<file path="src/rtl/div_pkg.sv">
// Shared types and sizing for the restoring divider.
// State encoding plus default width and step-counter width.
package div_pkg;

  typedef enum logic [1:0] {
    IDLE,
    RUN,
    DONE
  } state_e;

  localparam int DIV_W  = 8;
  localparam int DIV_CW = $clog2(DIV_W);

endpackage

</file>
<file path="src/rtl/unsigned_restoring_divider_8_step.sv">
// One restoring-division step: shift in a dividend bit,
// subtract the divisor when it fits.
module div_step #(
  parameter int W = 8
) (
  input  logic [W-1:0] p,
  input  logic         zb,
  input  logic [W-1:0] y,
  output logic [W-1:0] p_n,
  output logic         qb
);

  logic [W:0] t;
  logic [W:0] yx;

  assign t  = {p, zb};
  assign yx = {1'b0, y};
  assign qb = (t >= yx);

  // Both results are below y, so the top bit is always zero.
  assign p_n = qb ? W'(t - yx) : W'(t);

endmodule

</file>
<file path="src/rtl/unsigned_restoring_divider_8.sv">
// Sequential 2W/W unsigned restoring divider, one quotient bit per cycle.
// Define APPROX_DIV_TRUNC_EN to skip the low L quotient bits.
module unsigned_restoring_divider_8
  import div_pkg::*;
#(
  parameter int W = DIV_W,
  parameter int L = 2
) (
  input  logic           clk,
  input  logic           rst,
  input  logic           in_valid,
  output logic           in_ready,
  input  logic [2*W-1:0] z,
  input  logic [W-1:0]   y,
  output logic           out_valid,
  input  logic           out_ready,
  output logic [W-1:0]   q,
  output logic [W-1:0]   r,
  output logic           ovf,
  output logic           dz
);

  localparam int CW = (W > 1) ? $clog2(W) : 1;

`ifdef APPROX_DIV_TRUNC_EN
  localparam logic [CW-1:0] LAST = CW'(L);
`else
  localparam logic [CW-1:0] LAST = '0;
`endif

  if (L < 0 || L >= W) begin : g_bad_l
    $error("L must satisfy 0 <= L < W");
  end

  state_e        state_q, state_d;
  logic [CW-1:0] cnt_q, cnt_d;
  logic [W-1:0]  y_q, y_d;
  logic [W-1:0]  zlo_q, zlo_d;
  logic [W-1:0]  p_q, p_d;
  logic [W-1:0]  quo_q, quo_d;
  logic          sp_ovf_q, sp_ovf_d;
  logic          sp_dz_q, sp_dz_d;
  logic          out_valid_q, out_valid_d;
  logic [W-1:0]  q_q, q_d;
  logic [W-1:0]  r_q, r_d;
  logic          ovf_q, ovf_d;
  logic          dz_q, dz_d;

  logic [W-1:0]  z_hi;
  logic [W-1:0]  step_p;
  logic          step_qb;
  logic [W-1:0]  res_q;
  logic [W-1:0]  res_r;

  assign z_hi      = z[2*W-1:W];
  assign in_ready  = (state_q == IDLE);
  assign out_valid = out_valid_q;
  assign q         = q_q;
  assign r         = r_q;
  assign ovf       = ovf_q;
  assign dz        = dz_q;

  div_step #(.W(W)) u_step (
    .p   (p_q),
    .zb  (zlo_q[W-1]),
    .y   (y_q),
    .p_n (step_p),
    .qb  (step_qb)
  );

  always_comb begin
    res_q = quo_q;
    res_r = p_q;
`ifdef APPROX_DIV_TRUNC_EN
    // Only W-L bits were produced; realign and drop the remainder.
    res_q = quo_q << L;
    res_r = '0;
`endif
    if (sp_dz_q) begin
      res_q = '1;
      res_r = '1;
    end else if (sp_ovf_q) begin
      res_q = '1;
      res_r = '0;
    end
  end

  always_comb begin
    state_d     = state_q;
    cnt_d       = cnt_q;
    y_d         = y_q;
    zlo_d       = zlo_q;
    p_d         = p_q;
    quo_d       = quo_q;
    sp_ovf_d    = sp_ovf_q;
    sp_dz_d     = sp_dz_q;
    out_valid_d = out_valid_q;
    q_d         = q_q;
    r_d         = r_q;
    ovf_d       = ovf_q;
    dz_d        = dz_q;
    unique case (state_q)
      IDLE: begin
        if (in_valid) begin
          y_d      = y;
          zlo_d    = z[W-1:0];
          p_d      = z_hi;
          quo_d    = '0;
          cnt_d    = CW'(W - 1);
          sp_dz_d  = (y == '0);
          sp_ovf_d = (y != '0) && (z_hi >= y);
          if ((y == '0) || (z_hi >= y)) begin
            state_d = DONE;
          end else begin
            state_d = RUN;
          end
        end
      end
      RUN: begin
        p_d   = step_p;
        quo_d = {quo_q[W-2:0], step_qb};
        zlo_d = zlo_q << 1;
        cnt_d = cnt_q - 1'b1;
        if (cnt_q == LAST) begin
          state_d = DONE;
        end
      end
      DONE: begin
        if (!out_valid_q) begin
          out_valid_d = 1'b1;
          q_d         = res_q;
          r_d         = res_r;
          ovf_d       = sp_ovf_q;
          dz_d        = sp_dz_q;
        end else if (out_ready) begin
          out_valid_d = 1'b0;
          state_d     = IDLE;
        end
      end
      default: state_d = IDLE;
    endcase
  end

  always_ff @(posedge clk) begin
    if (rst) begin
      state_q     <= IDLE;
      cnt_q       <= '0;
      y_q         <= '0;
      zlo_q       <= '0;
      p_q         <= '0;
      quo_q       <= '0;
      sp_ovf_q    <= 1'b0;
      sp_dz_q     <= 1'b0;
      out_valid_q <= 1'b0;
      q_q         <= '0;
      r_q         <= '0;
      ovf_q       <= 1'b0;
      dz_q        <= 1'b0;
    end else begin
      state_q     <= state_d;
      cnt_q       <= cnt_d;
      y_q         <= y_d;
      zlo_q       <= zlo_d;
      p_q         <= p_d;
      quo_q       <= quo_d;
      sp_ovf_q    <= sp_ovf_d;
      sp_dz_q     <= sp_dz_d;
      out_valid_q <= out_valid_d;
      q_q         <= q_d;
      r_q         <= r_d;
      ovf_q       <= ovf_d;
      dz_q        <= dz_d;
    end
  end

endmodule
</file>
<file path="config.mk">
export PLATFORM = sky130hd
export DESIGN_NAME = unsigned_restoring_divider_8
export DESIGN_NICKNAME = d
export VERILOG_FILES = /design/src/rtl/div_pkg.sv /design/src/rtl/unsigned_restoring_divider_8_step.sv /design/src/rtl/unsigned_restoring_divider_8.sv
export SDC_FILE = /design/constraint.sdc
export NUM_CORES = 1
export LEC_CHECK = 0
export ABC_AREA = 1
export CAP_MARGIN = 20
export CORE_MARGIN = 1.5
export CORE_UTILIZATION = 40
export CTS_BUF_LIST = sky130_fd_sc_hd__clkbuf_8
export CTS_CLUSTER_SIZE = 28
export DETAILED_ROUTE_END_ITERATION = 6
export MAX_ROUTING_LAYER = met4
export PLACE_DENSITY = 0.64
export RECOVER_POWER = 50
export SYNTH_ARGS = -nofsm -noshare
export SYNTH_HDL_FRONTEND = slang
export SYNTH_SLANG_ARGS = --single-unit
export TNS_END_PERCENT = 1
</file>
<file path="constraint.sdc">
create_clock -name clk -period 1.89 [get_ports clk]
set_input_delay 0.378 -clock clk [delete_from_list [all_inputs] [get_ports clk]]
set_output_delay 0.378 -clock clk [all_outputs]
set_load 0.01 [all_outputs]
</file>
* Yosys cells after proc, flatten, opt, wreduce, memory -nomap -nowiden
Cells that the tools add are included.
Storage, ports and cells: bits in registers 58, bits of input ports 28, output and inout bits 20
Cells by class: add/subtract/negate cells 2, magnitude comparators 2, equality and inequality tests 6, mux-type cells 21, bitwise operators 1, reduce and logical (&&, ||, !) cells 11
Operator list (count):
- 8-bit 2-to-1 mux | 8
- 8-bit case mux with 2 select lines | 3
- 2-bit 2-to-1 mux | 5
- 9-bit by 8-bit >= comparator with 1-bit output | 1
- 8-bit >= comparator | 1
- 8-bit zero test | 1
- 2-bit inequality test (second input constant) | 4
- 8-bit nonzero test | 1
- 8-bit subtractor | 1
- 2-bit case mux with 3 select lines | 1
- 3-bit case mux with 2 select lines | 1
- 2-bit AND reduction | 3
- 4-bit AND reduction | 1
- 3-bit zero test | 1
- 3-bit 2-to-1 mux | 1
- 3-bit by 1-bit subtractor with 3-bit output (second input constant) | 1
- 2-bit by 1-bit equality test with 1-bit output (second input constant) | 1
- 2-bit equality test (second input constant) | 1
- 2-bit zero test | 1
- 1-bit 2-to-1 mux | 2
- 2-bit nonzero test | 1
- 1-bit logical AND | 1
- 1-bit logical OR | 1
- 1-bit NOT | 1

* Depth between registers and ports, before layout
depth after elaboration 5, gate-level depth with buffers 12, mapped depth without buffers 12

* Hierarchy
A second synthesis with hierarchy kept.
Second synthesis, totals: cell total of the unflattened synthesis 445, area, all modules 3146.8 µm²
By module, submodules not included:
- unsigned_restoring_divider_8 | instances 1, cells an instance 339, area an instance 2541.2 µm²
- div_step | instances 1, cells an instance 106, area an instance 605.6 µm²

* Least setup slack after synthesis
OpenSTA, ideal clock, no wires.
kind reg2reg, start register zlo_q[7], end register p_q[6], data arrival time 1.439 ns, data required time 1.771 ns, slack 0.332 ns, cell stages (with the launch flop) 12, buffers on the path 0, period minus slack after synthesis 1.558 ns, cell sequence dfxtp_1 -> inv_1 -> ha_1 -> fa_1 -> nor2_1 -> nand2_1 -> nand3_1 -> nand2_1 -> nand2_1 -> nand2_1 -> nand3_1 -> a21oi_1
Between the ends: longest elaborated chain between the ends 3, elaborated cells on any way between the ends 4, those cells by class add/sub (1); order compare (1); mux (2)
RTL lines:
- start: declaration | RTL line unsigned_restoring_divider_8.sv:38 | logic [W-1:0] zlo_q, zlo_d;
- start signal: assignment | RTL line unsigned_restoring_divider_8.sv:163 | zlo_q <= zlo_d;
- 8-bit subtractor or 9-bit by 8-bit >= comparator with 1-bit output (tied branches) | RTL line unsigned_restoring_divider_8_step.sv:21, unsigned_restoring_divider_8_step.sv:18
- 8-bit 2-to-1 mux * | RTL line unsigned_restoring_divider_8_step.sv:21 | assign p_n = qb ? W'(t - yx) : W'(t);
- 8-bit case mux with 2 select lines * | RTL line unsigned_restoring_divider_8.sv:102 | unique case (state_q)
- end signal: assignment | RTL line unsigned_restoring_divider_8.sv:164 | p_q <= p_d;
- end: declaration | RTL line unsigned_restoring_divider_8.sv:39 | logic [W-1:0] p_q, p_d;
Every way passes the cells marked *; elsewhere a longest branch is shown, timed or not. A chain may end at the register's enable or synchronous reset.

* Worst setup path in the final report
start register state_q[1], end output port in_ready
Between the ends: longest elaborated chain between the ends 1
RTL lines:
- start: declaration | RTL line unsigned_restoring_divider_8.sv:35 | state_e state_q, state_d;
- start signal: assignment | RTL line unsigned_restoring_divider_8.sv:160 | state_q <= state_d;
- 2-bit zero test | RTL line unsigned_restoring_divider_8.sv:56 | assign in_ready = (state_q == IDLE);
- end: declaration | RTL line unsigned_restoring_divider_8.sv:12 | output logic in_ready,
No other way between the ends.

==> impl_metrics.yaml <==
cells_and_area:
  layout.nets: 527
  fillers: 717
  diodes: 0
  fin_util: 0.529
  multi_input_area_mm2: 0.00158
  final_area_mm2: 0.00384
  layout-drive-gt1-share: 0.101
  area_growth_syn_to_layout_pct: 28.3
  final-seq-area_mm2: 0.00116
clock_tree:
  cts-htree-levels: 3
  clk_pin_slew_worst_paths_ps: 60
  clockBufferDepth: 2
  cts_root_buf: "clkbuf_8"
  cts.sinks: 58
  clock_latency_ps: 330
  cts_buffers: 9
  cts_tree: "built"
setup_path:
  path_cells: "nor2_2, clkdlybuf4s50_1"
  crit_buf_inv: 1
  path_class: "reg2out"
  cp_slowest_cell: "clkdlybuf4s50_1"
  r2r_start: "p_q[1]"
  cp-startpoint: "state_q[1]"
  path_depth: 2
  r2r-end: "p_q[4]"
  start_kind: "register"
  r2r_setup_slack_ps: 160
  cp_max_fo: 4
  cp_slowest_stage_delay_ps: 560
  cp.arrival_ps: 1400
  crit_path_end: "in_ready"
  worstSetupEndpointType: "primary output"
  rr_worst_depth: 10
  cp_data_required_time_ps: 1510
  critPathTopFamily: "buffers and inverters"
power:
  fin_total_pwr_mw: 6.59
  peakVddDrop_uv: 896
  leakage_nw: 1.73
  power_density_mw_per_mm2: 1720
synth:
  synth.avg_cell_area_um2: 7.12
  synth_most_common_cell: "nand2_1"
  synth_largest_area_cell: "dfxtp_1"
  synthCells: 420
  synth-seq-cells: 58
  synthFlopType: "dfxtp_1"
  synth_common_cells: "nand2_1 (93), a21oi_1 (61), dfxtp_1 (58)"
  synth.area.top_cells: "dfxtp_1 (39%), nand2_1 (12%), a21oi_1 (10%)"
  synth_fp_nets: 467
  synth-edff-count: 0
  ys_seq_area_frac: 0.388
  netlist_area_mm2: 0.00299
  ys_types: 30
  synth_warnings: 0
  async_flop_share: 0
  synth_top_cell_area_share: 0.388
run:
  maxCapViolCount: 0
grt:
  grt.overflow.total: 0
  grt_max_degree: 37
  grt_pass1_vias: 2588
  grt_pass1_wl_um: 11700
  antenna_found_initial: 0
  track_usage: 0.198
routing:
  ant_nets: 0
  drc: 0
  wl_per_cell_um: 12.4
  vias_per_cell: 4.99
  wirelength_um: 7250
  vias: 2913
  drt_pass1_iterations: 4
  drt_iter0_markers: 133
worst_hold_path:
  hp-class: "reg2reg"
  hold_depth: 2
placed_design:
  port_buffers: 47
  pre_cts_ws_ps: -104
  placed_area_mm2: 0.00363
  gp_congestion: 0.988
  dp_hpwl_um: 5350
sta:
  fin_ws_ps: 113
  maxSlewViolCount: 0
  hold_viol: 0
  clock.fmax_ghz: 0.563
  worst_pin_slew_ps: 410
  max_slew_margin: 0.726
  hold_ws_ps: 457
  fin_crit_ps: 1780
  clock_skew_ps: 7.42
  rsz0062_at_grt: "false"
  setup-violations-final: 0
  layout_worst_path_cycle_share: 0.940
floorplanning:
  die-area_mm2: 0.00800
  die_h_um: 89.4
  start_util: 0.412
  core-area_mm2: 0.00725
  fp.dieW_um: 89.4
  io_pins: 48
  row_count: 31
run_status:
  run_status: "complete, no violations"
==> worst min path at each step <==
| stage | from | end |
|---|---|---|
| detailed placement | quo_q[7] | quo_q[7] |
| global route | quo_q[7] | quo_q[7] |
| floorplan | quo_q[7] | quo_q[7] |
| global placement | quo_q[7] | quo_q[7] |
| finish | quo_q[7] | quo_q[7] |
| CTS | quo_q[7] | quo_q[7] |
==> flip-flops by register name, summed over array words and instances, names as in the netlist, 2 cells and up <==
register  count
q             8
r             8
y_q           8
zlo_q         8
state_q       2
quo_q         8
p_q           8
cnt_q         3
==> area by class of cell <==
| class | instances | share of cell area |
|---|---|---|
| Sequential cell | 58 | 0.303 |
| Clock buffer | 10 | 0.0359 |
| Multi-Input combinational cell | 296 | 0.412 |
| Inverter | 51 | 0.0499 |
| Tap cell | 99 | 0.0323 |
| Clock inverter | 6 | 0.00881 |
| Timing Repair Buffer | 64 | 0.159 |
==> where the power goes <==
part | switching, mW | leakage (nW) | internal, mW
Clock | 0.479 | 0.0892 | 0.498
Sequential | 0.285 | 0.477 | 1.64
Combinational | 2.24 | 1.16 | 1.45
Total | 3.00 | 1.73 | 3.58
==> metal layers <==
layer  vias to the layer above  track usage  wire length, um
li1                       1516            -                -
met1                      1308        0.252             3390
met2                        78        0.301             3300
met3                        11       0.0388              403
met4                         0       0.0923              149
met5                         -            -                0
==> placed cells by master, fill, tap and decap left out <==
cell type,synthesis,layout
a211oi_1,1,1
a21oi_1,61,61
a31oi_1,7,7
and3_1,1,1
buf_12,0,1
buf_4,1,14
clkbuf_2,0,1
clkbuf_4,0,1
clkbuf_8,0,10
clkdlybuf4s50_1,0,30
clkinv_1,1,2
clkinv_2,0,3
clkinvlp_4,0,2
dfxtp_1,58,57
dfxtp_2,0,1
dlygate4sd3_1,0,17
fa_1,1,1
ha_1,18,18
inv_1,44,45
inv_2,6,5
nand2_1,93,93
nand2_2,3,2
nand2_4,1,2
nand3_1,15,15
nand3_2,1,1
nand3b_1,5,5
nand4_1,9,9
nor2_1,26,25
nor2_2,2,3
nor2_4,2,2
nor3_1,2,1
nor3_2,0,1
o211a_1,1,1
o21ai_0,38,38
o21ai_1,5,5
or2_1,1,1
xor2_1,3,3
==> stage by stage <==
step / instances / setup TNS (ps)
floorplan: 420 / 0
global placement: 565 / -176
detailed placement: 565 / -174
CTS: 581 / 0
global route: 584 / 0
finish: 584 / 0
==> worst min-delay path: cells and delay by family (launching register included) <==
| family | cells | cell delay (ps) |
|---|---|---|
| flip-flops | 1 | 310 |
| AND/OR/NAND/NOR | 1 | 60 |
| AO/OA/AOI/OAI | 1 | 50 |
==> timing repair <==
| action | in CTS | in global routing |
|---|---|---|
| hold buffers | 0 | 0 |
| endpoints found under the setup margin | 0 | 8 |
| buffers inserted | 0 | 3 |
| resized for setup | 0 | 4 |
==> kinds of logic (layout without fill, tap and decap cells) <==
kind of cell             Yosys count  count (layout)  synth area share
buffers and inverters             66             131            0.0875
AND/OR/NAND/NOR                  161             161             0.239
XOR/XNOR                           3               3           0.00879
flip-flops                        58              58             0.388
AO/OA/AOI/OAI                    113             113             0.195
adder cells (fa/ha/maj)           19              19            0.0820
Note: power is estimated with default switching activity, not from simulation.
